[src/rtl/vga_pkg.sv]
`default_nettype none
// ============================================================================
//  Module      : vga_pkg
//  Description : Shared timing constants, framebuffer geometry defaults and
//                the coordinate type for the VGA scan/fetch block.
//                Default timing is 640x480@60 Hz at a 25 MHz pixel rate.
//  Revision    : 1.0 - initial release
// ============================================================================
package vga_pkg;

    // Default horizontal timing, in pixels
    localparam int H_ACTIVE_DEF = 640;
    localparam int H_FP_DEF     = 16;
    localparam int H_SYNC_DEF   = 96;
    localparam int H_BP_DEF     = 48;

    // Default vertical timing, in lines
    localparam int V_ACTIVE_DEF = 480;
    localparam int V_FP_DEF     = 10;
    localparam int V_SYNC_DEF   = 2;
    localparam int V_BP_DEF     = 33;

    // Derived totals and sync windows (inclusive bounds)
    localparam int H_TOTAL      = H_ACTIVE_DEF + H_FP_DEF + H_SYNC_DEF + H_BP_DEF;  // 800
    localparam int V_TOTAL      = V_ACTIVE_DEF + V_FP_DEF + V_SYNC_DEF + V_BP_DEF;  // 525
    localparam int H_SYNC_START = H_ACTIVE_DEF + H_FP_DEF;                          // 656
    localparam int H_SYNC_END   = H_SYNC_START + H_SYNC_DEF - 1;                    // 751
    localparam int V_SYNC_START = V_ACTIVE_DEF + V_FP_DEF;                          // 490
    localparam int V_SYNC_END   = V_SYNC_START + V_SYNC_DEF - 1;                    // 491

    // Framebuffer geometry: IMG_W*IMG_H must fit in 2^ADDR_W
    localparam int IMG_W_DEF    = 250;
    localparam int IMG_H_DEF    = 250;
    localparam int ADDR_W_DEF   = 16;

    typedef logic [9:0] coord_t;

    function automatic coord_t to_coord(input int v);
        return coord_t'(v);
    endfunction

endpackage
`default_nettype wire

[src/rtl/vga_delay_line.sv]
`default_nettype none
// ============================================================================
//  Module      : vga_delay_line
//  Description : N-stage shift register of width W with a synchronous,
//                active-low reset to RST_VAL on every stage.
//  Ports       : clk - clock
//                rst - synchronous active-low reset
//                d   - input word
//                q   - input word delayed by N clocks
//  Revision    : 1.0 - initial release
// ============================================================================
module vga_delay_line #(
    parameter int             W       = 1,
    parameter int             N       = 1,
    parameter logic [W-1:0]   RST_VAL = '0
) (
    input  logic          clk,
    input  logic          rst,
    input  logic [W-1:0]  d,
    output logic [W-1:0]  q
);

    logic [W-1:0] r_stage [N];

    always_ff @(posedge clk) begin
        if (!rst) begin
            for (int i = 0; i < N; i++) begin
                r_stage[i] <= RST_VAL;
            end
        end else begin
            r_stage[0] <= d;
            for (int i = 1; i < N; i++) begin
                r_stage[i] <= r_stage[i-1];
            end
        end
    end

    assign q = r_stage[N-1];

endmodule
`default_nettype wire

[src/rtl/vga_scan_fetch.sv]
`default_nettype none
// ============================================================================
//  Module      : vga_scan_fetch
//  Description : VGA scan generator. Produces the pixel strobe, h/v counters,
//                framebuffer read requests and pipelined coordinates/syncs so
//                that RAM data, the colouring stage's registered RGB and the
//                syncs all line up at the DAC.
//  Ports       : clk         - 50 MHz system clock
//                rst         - synchronous active-low reset
//                pix_tick    - pixel strobe, every second clk
//                x, y        - coordinates aligned with RAM read data
//                video_on    - aligned (x,y) is in the active area
//                hsync/vsync - active-low syncs aligned with registered RGB
//                frame_start - one-clk pulse when counters enter (0,0)
//                mem_addr    - framebuffer read address
//                mem_rd      - read enable, in-image pixels only
//  Revision    : 1.0 - initial release
// ============================================================================
module vga_scan_fetch
    import vga_pkg::*;
#(
    parameter int H_ACTIVE = H_ACTIVE_DEF,
    parameter int H_FP     = H_FP_DEF,
    parameter int H_SYNC   = H_SYNC_DEF,
    parameter int H_BP     = H_BP_DEF,
    parameter int V_ACTIVE = V_ACTIVE_DEF,
    parameter int V_FP     = V_FP_DEF,
    parameter int V_SYNC   = V_SYNC_DEF,
    parameter int V_BP     = V_BP_DEF,
    parameter int IMG_W    = IMG_W_DEF,
    parameter int IMG_H    = IMG_H_DEF,
    parameter int ADDR_W   = ADDR_W_DEF
) (
    input  logic              clk,
    input  logic              rst,
    output logic              pix_tick,
    output coord_t            x,
    output coord_t            y,
    output logic              video_on,
    output logic              hsync,
    output logic              vsync,
    output logic              frame_start,
    output logic [ADDR_W-1:0] mem_addr,
    output logic              mem_rd
);

    localparam coord_t            c_h_last   = to_coord(H_ACTIVE + H_FP + H_SYNC + H_BP - 1);
    localparam coord_t            c_v_last   = to_coord(V_ACTIVE + V_FP + V_SYNC + V_BP - 1);
    localparam coord_t            c_h_act    = to_coord(H_ACTIVE);
    localparam coord_t            c_v_act    = to_coord(V_ACTIVE);
    localparam coord_t            c_hs_start = to_coord(H_ACTIVE + H_FP);
    localparam coord_t            c_hs_end   = to_coord(H_ACTIVE + H_FP + H_SYNC - 1);
    localparam coord_t            c_vs_start = to_coord(V_ACTIVE + V_FP);
    localparam coord_t            c_vs_end   = to_coord(V_ACTIVE + V_FP + V_SYNC - 1);
    localparam coord_t            c_img_w    = to_coord(IMG_W);
    localparam coord_t            c_img_h    = to_coord(IMG_H);
    localparam logic [ADDR_W-1:0] c_row_step = ADDR_W'(IMG_W);

    logic              r_tick;
    coord_t            r_hc;
    coord_t            r_vc;
    logic [ADDR_W-1:0] r_row_base;
    logic [ADDR_W-1:0] r_mem_addr;
    logic              r_mem_rd;
    logic              r_frame_start;

    logic              w_h_end;
    logic              w_v_end;
    logic              w_active;
    logic              w_in_image;
    logic              w_hs_raw;
    logic              w_vs_raw;
    logic [ADDR_W-1:0] w_addr;
    logic [20:0]       w_pos_q;
    logic [1:0]        w_sync_q;

    assign w_h_end    = (r_hc == c_h_last);
    assign w_v_end    = (r_vc == c_v_last);
    assign w_active   = (r_hc < c_h_act) && (r_vc < c_v_act);
    assign w_in_image = (r_hc < c_img_w) && (r_vc < c_img_h);
    assign w_hs_raw   = !((r_hc >= c_hs_start) && (r_hc <= c_hs_end));
    assign w_vs_raw   = !((r_vc >= c_vs_start) && (r_vc <= c_vs_end));
    // row_base tracks vc*IMG_W incrementally, so no multiplier is needed
    assign w_addr     = r_row_base + ADDR_W'(r_hc);

    always_ff @(posedge clk) begin
        if (!rst) begin
            r_tick        <= 1'b0;
            r_hc          <= '0;
            r_vc          <= '0;
            r_row_base    <= '0;
            r_mem_addr    <= '0;
            r_mem_rd      <= 1'b0;
            r_frame_start <= 1'b0;
        end else begin
            r_tick        <= ~r_tick;
            // Pulse lands in the first clk the counters show (0,0)
            r_frame_start <= r_tick && w_h_end && w_v_end;
            if (r_tick) begin
                if (w_h_end) begin
                    r_hc <= '0;
                    if (w_v_end) begin
                        r_vc       <= '0;
                        r_row_base <= '0;
                    end else begin
                        r_vc <= r_vc + 10'd1;
                        // Stops growing once past the image; unused there
                        if (r_vc < c_img_h) begin
                            r_row_base <= r_row_base + c_row_step;
                        end
                    end
                end else begin
                    r_hc <= r_hc + 10'd1;
                end
            end
            r_mem_rd   <= w_in_image;
            r_mem_addr <= w_in_image ? w_addr : '0;
        end
    end

    // Coordinates meet RAM data two clks after the counters
    vga_delay_line #(
        .W       (21),
        .N       (2),
        .RST_VAL (21'd0)
    ) u_pos_dly (
        .clk (clk),
        .rst (rst),
        .d   ({w_active, r_hc, r_vc}),
        .q   (w_pos_q)
    );

    // Syncs wait one extra clk for the colouring stage's RGB register
    vga_delay_line #(
        .W       (2),
        .N       (3),
        .RST_VAL (2'b11)
    ) u_sync_dly (
        .clk (clk),
        .rst (rst),
        .d   ({w_hs_raw, w_vs_raw}),
        .q   (w_sync_q)
    );

    assign pix_tick    = r_tick;
    assign video_on    = w_pos_q[20];
    assign x           = w_pos_q[19:10];
    assign y           = w_pos_q[9:0];
    assign hsync       = w_sync_q[1];
    assign vsync       = w_sync_q[0];
    assign frame_start = r_frame_start;
    assign mem_addr    = r_mem_addr;
    assign mem_rd      = r_mem_rd;

endmodule
`default_nettype wire

[config.mk]
export PLATFORM = sky130hd
export DESIGN_NAME = vga_scan_fetch
export DESIGN_NICKNAME = d
export VERILOG_FILES = /design/src/rtl/vga_pkg.sv /design/src/rtl/vga_delay_line.sv /design/src/rtl/vga_scan_fetch.sv
export SDC_FILE = /design/constraint.sdc
export NUM_CORES = 1
export LEC_CHECK = 0
export BUFFER_PORTS_ARGS = -buffer_cell sky130_fd_sc_hd__clkbuf_2
export CAP_MARGIN = 20
export CORE_MARGIN = 10
export CORE_UTILIZATION = 62
export DETAILED_ROUTE_END_ITERATION = 10
export PLACE_DENSITY = 0.93
export SLEW_MARGIN = 30
export SYNTH_ARGS = -nofsm -noshare
export SYNTH_HDL_FRONTEND = slang
export SYNTH_HIERARCHICAL = 1
export SYNTH_SLANG_ARGS = --single-unit
export TNS_END_PERCENT = 100
[constraint.sdc]
create_clock -name clk -period 3.5 [get_ports clk]
set_input_delay 0.35 -clock clk [delete_from_list [all_inputs] [get_ports clk]]
set_output_delay 0.35 -clock clk [all_outputs]
set_load 0.05 [all_outputs]
==> run summary <==
The run finished with clean final reports. Setup repair after global routing left no endpoint under its margin. For this block, wires on met1 add up to around 3300 um.

For this run, the slowest stage of the critical path takes slightly above 0.6 ns. The number of top-level design ports is 44. The routed design uses 448 um of met3 wire. Yosys mapped the design onto approximately 50 distinct sky130hd cell types.

The tree is rooted in a sky130_fd_sc_hd__clkbuf_8. The synthesized cell area came out at around 4200 um^2. The largest total area in the synthesized netlist belongs to sky130_fd_sc_hd__dfxtp_1.

The count of cells resized by post-cts repair is 0. The worst setup skew after layout came out at 0.0116 ns. The final clock period utilization by the worst path is a little under 80%.

The actual slew at the worst max-slew pin is about 0.9 ns. The global routing usage summed across all routing layers is roughly 16%. The total nets after synthesis is roughly 450. The final antenna diode count is 0. The width of the die is between 100 and 150 um.

The tightest min-delay check is of the in -> reg type. The number of max-slew violations in the final report came to 0. The number of clock buffers inserted by TritonCTS is 9. TritonCTS built the clock tree. Summing the sequential cell areas from Yosys gives 48.3% of the chip area. STA classifies the critical path startpoint as a flop.

The cell with the biggest individual delay on the critical path is sky130_fd_sc_hd__or3_1. In this run, post-CTS hold repair placed 0 buffers. Walking the worst path, the cells encountered are ha_1 -> nand4_2 -> or3_1 -> o21ai_1 -> buf_4 -> nor2_1.

Synthesis produced 436 cells. For this run, design rule violations remaining after detail routing come to 0. The pin count of the biggest net entering global routing came out at roughly 50. The detail-routed net length per standard cell is between 10 and 15 um. The initial antenna violation count came out at 0. The congestion estimate from routability-driven global placement came to ~0.88. Ranked by total cell area, the synthesized netlist is headed by sky130_fd_sc_hd__dfxtp_1, sky130_fd_sc_hd__and2_2, sky130_fd_sc_hd__ha_1. After the last flow step, the layout net total stands at 473. The number of placement rows is 30.

The area growth from synthesis to final layout came out at 6.57%. The setup path with the least slack is of type reg -> reg. The setup-violating endpoint count in the final report is 0.

The filler cells instantiated in the layout total 512. In the synthesized netlist, the cells that appear most often are sky130_fd_sc_hd__dfxtp_1, sky130_fd_sc_hd__nor2_1, sky130_fd_sc_hd__and2_2. The clock latency reported for the late side of the worst-skew pair is ~0.37 ns. The final route contains 2973 vias. The maximum count of clock buffers along a single path came out at 2.

The standby leakage power came out at roughly 1.8 nW. The initial cell density of the core is a little over three fifths. In this run the power density over the cells is around 420 nW/um^2. The die height is 103 um.

The count of buffers from port buffering is 43. The sum of negative setup slack came out at 0 ns. The flip-flop and latch count after synthesis is around 100. The clock transition at the registers of the reported paths is 0.10 ns. The detailed router used layers up to and including met4. The highest ir drop seen on vdd came out at ~0.18 mV. The dominant cell by count in the synthesized netlist is sky130_fd_sc_hd__dfxtp_1. The post-CTS setup buffer count came out at 0. For the worst setup path, the data arrival time is a little under 3 ns. The number of failing hold endpoints at the final stage is 0. The core utilization of the finished layout came out at approximately two thirds. The via count of the first global-routing pass was 2968. The via count normalized by instance count is roughly 5.5. The normalized max-slew margin came out at about 40%. The area of the placeable core came out at between 6000 and 7000 um^2.

The number of enable-type register cells in the synthesized netlist is 0. The share of layout cells above drive strength 1 came out at 24.7%. For this run, the leading register cell type out of synthesis is sky130_fd_sc_hd__dfxtp_1. The overall die area came out at ~11000 um^2.

STA classifies the critical path endpoint as a flop. The portion of synthesized cell area occupied by the leading cell type came out at just under 50%. The post-layout minimum cycle time came out at between 2 and 3 ns.

The number of optimization iterations in the first detailed-route pass is 5. The per-instance average area after synthesis is 9.69 um^2. The total wire length after detailed routing came out at between 7000 and 8000 um.

The first global-routing pass estimated 13600 um of wire. The post-route antenna net violation count is 0. The HPWL after detailed placement came out at 5790 um. The largest fanout of any net on the critical path is 15. In this run, the number of DRC markers left after iteration 0 of detailed routing was approximately 190. The wire length on met2 is around 4000 um.

The share of synthesized registers carrying an async set or reset came out at 0%. The number of clock sinks is a little over 100. Timing would allow up to about 370 MHz. The critical path required time is 3.77 ns. The total congestion overflow came out at 0. Max-cap violations in this run came to 0. During synthesis, Yosys emitted a total of 6 warnings.

CTS built an H-tree with a depth of 3.
==> stage by stage <==
stage / instances / setup slack [ns] / area (um^2) / power, mW / hold slack, ns
2_1_floorplan: 436 / 1.15 / 4230 / 1.24 / 0.386
3_3_place_gp: 525 / 0.988 / 4320 / 1.25 / 0.388
3_5_place_dp: 525 / 0.801 / 4320 / 1.25 / 0.391
4_1_cts: 541 / 0.780 / 4500 / 1.91 / 0.334
5_1_grt: 541 / 0.553 / 4500 / 1.98 / 0.364
6_report: 541 / 0.793 / 4500 / 1.90 / 0.348
==> area by class of cell <==
type	count	area [um^2]	area share, %
clock inverters	7	58.8	1.31
well taps	80	100	2.22
multi-input cells	285	1900	42.2
clock buffers	9	124	2.75
inverters	13	48.8	1.08
flip-flops and latches	102	2040	45.3
repair buffers	45	230	5.11
==> logic make-up (layout without fill, tap and decap cells) <==
family	count (synthesis)	after routing	synth area share (%)
flops	102	102	48.3
simple gates	168	168	22.2
buf+inv	49	74	6.81
fa+ha+maj	15	15	4.44
compound gates	69	69	11.4
xor+xnor	33	33	6.84
==> worst paths after layout <==
check	slack [ns]	startpoint	end	depth (start not counted)
hold reg to reg	0.41	u_sync_dly/r_stage[0][2]$_SDFF_PN1_	u_sync_dly/r_stage[0][4]$_SDFF_PN1_	1
setup reg to reg	0.79	r_hc[1]$_SDFFE_PN0P_	r_row_base[7]$_SDFFE_PN0P_	6
setup / recovery	0.79	r_hc[1]$_SDFFE_PN0P_	r_row_base[7]$_SDFFE_PN0P_	6
hold / removal	0.35	rst	r_hc[6]$_SDFFE_PN0P_	3
==> placed cells by master, fill, tap and decap left out, drive strengths merged, types with 10 or more instances in the layout <==
master	count
a21oi	20
and2	44
clkbuf	52
dfxtp	102
ha	15
inv	14
nand2	18
nand3	10
nor2	46
o21ai	19
or3	11
xnor2	16
xor2	17
==> critical path: cells and delay by family (launching register included) <==
kind	cells	cell delay, ns
simple gates	3	0.89
flops	1	0.50
buf+inv	1	0.31
compound gates	1	0.62
fa+ha+maj	1	0.27
==> sequential cells by signal (all words and copies together), names as in the netlist <==
signal and cells:
pix_tick 1, u_sync_dly/r_stage 6, r_vc 10, u_pos_dly/r_stage 42, mem_rd 1, r_row_base 15, frame_start 1, mem_addr 16
r_hc 10
==> layer usage <==
layer,GRT usage [%],vias up
li1,-,1498
met1,18.0,1375
met2,28.0,81
met3,4.42,19
met4,6.51,0
met5,0,-
==> power by group <==
group	internal (mW)	leakage, nW	switching, mW
Combinational	0.0121	0.923	0.0368
Sequential	1.17	0.823	0.00726
Clock	0.268	0.0853	0.413
Power figures use the tool's default switching activity.
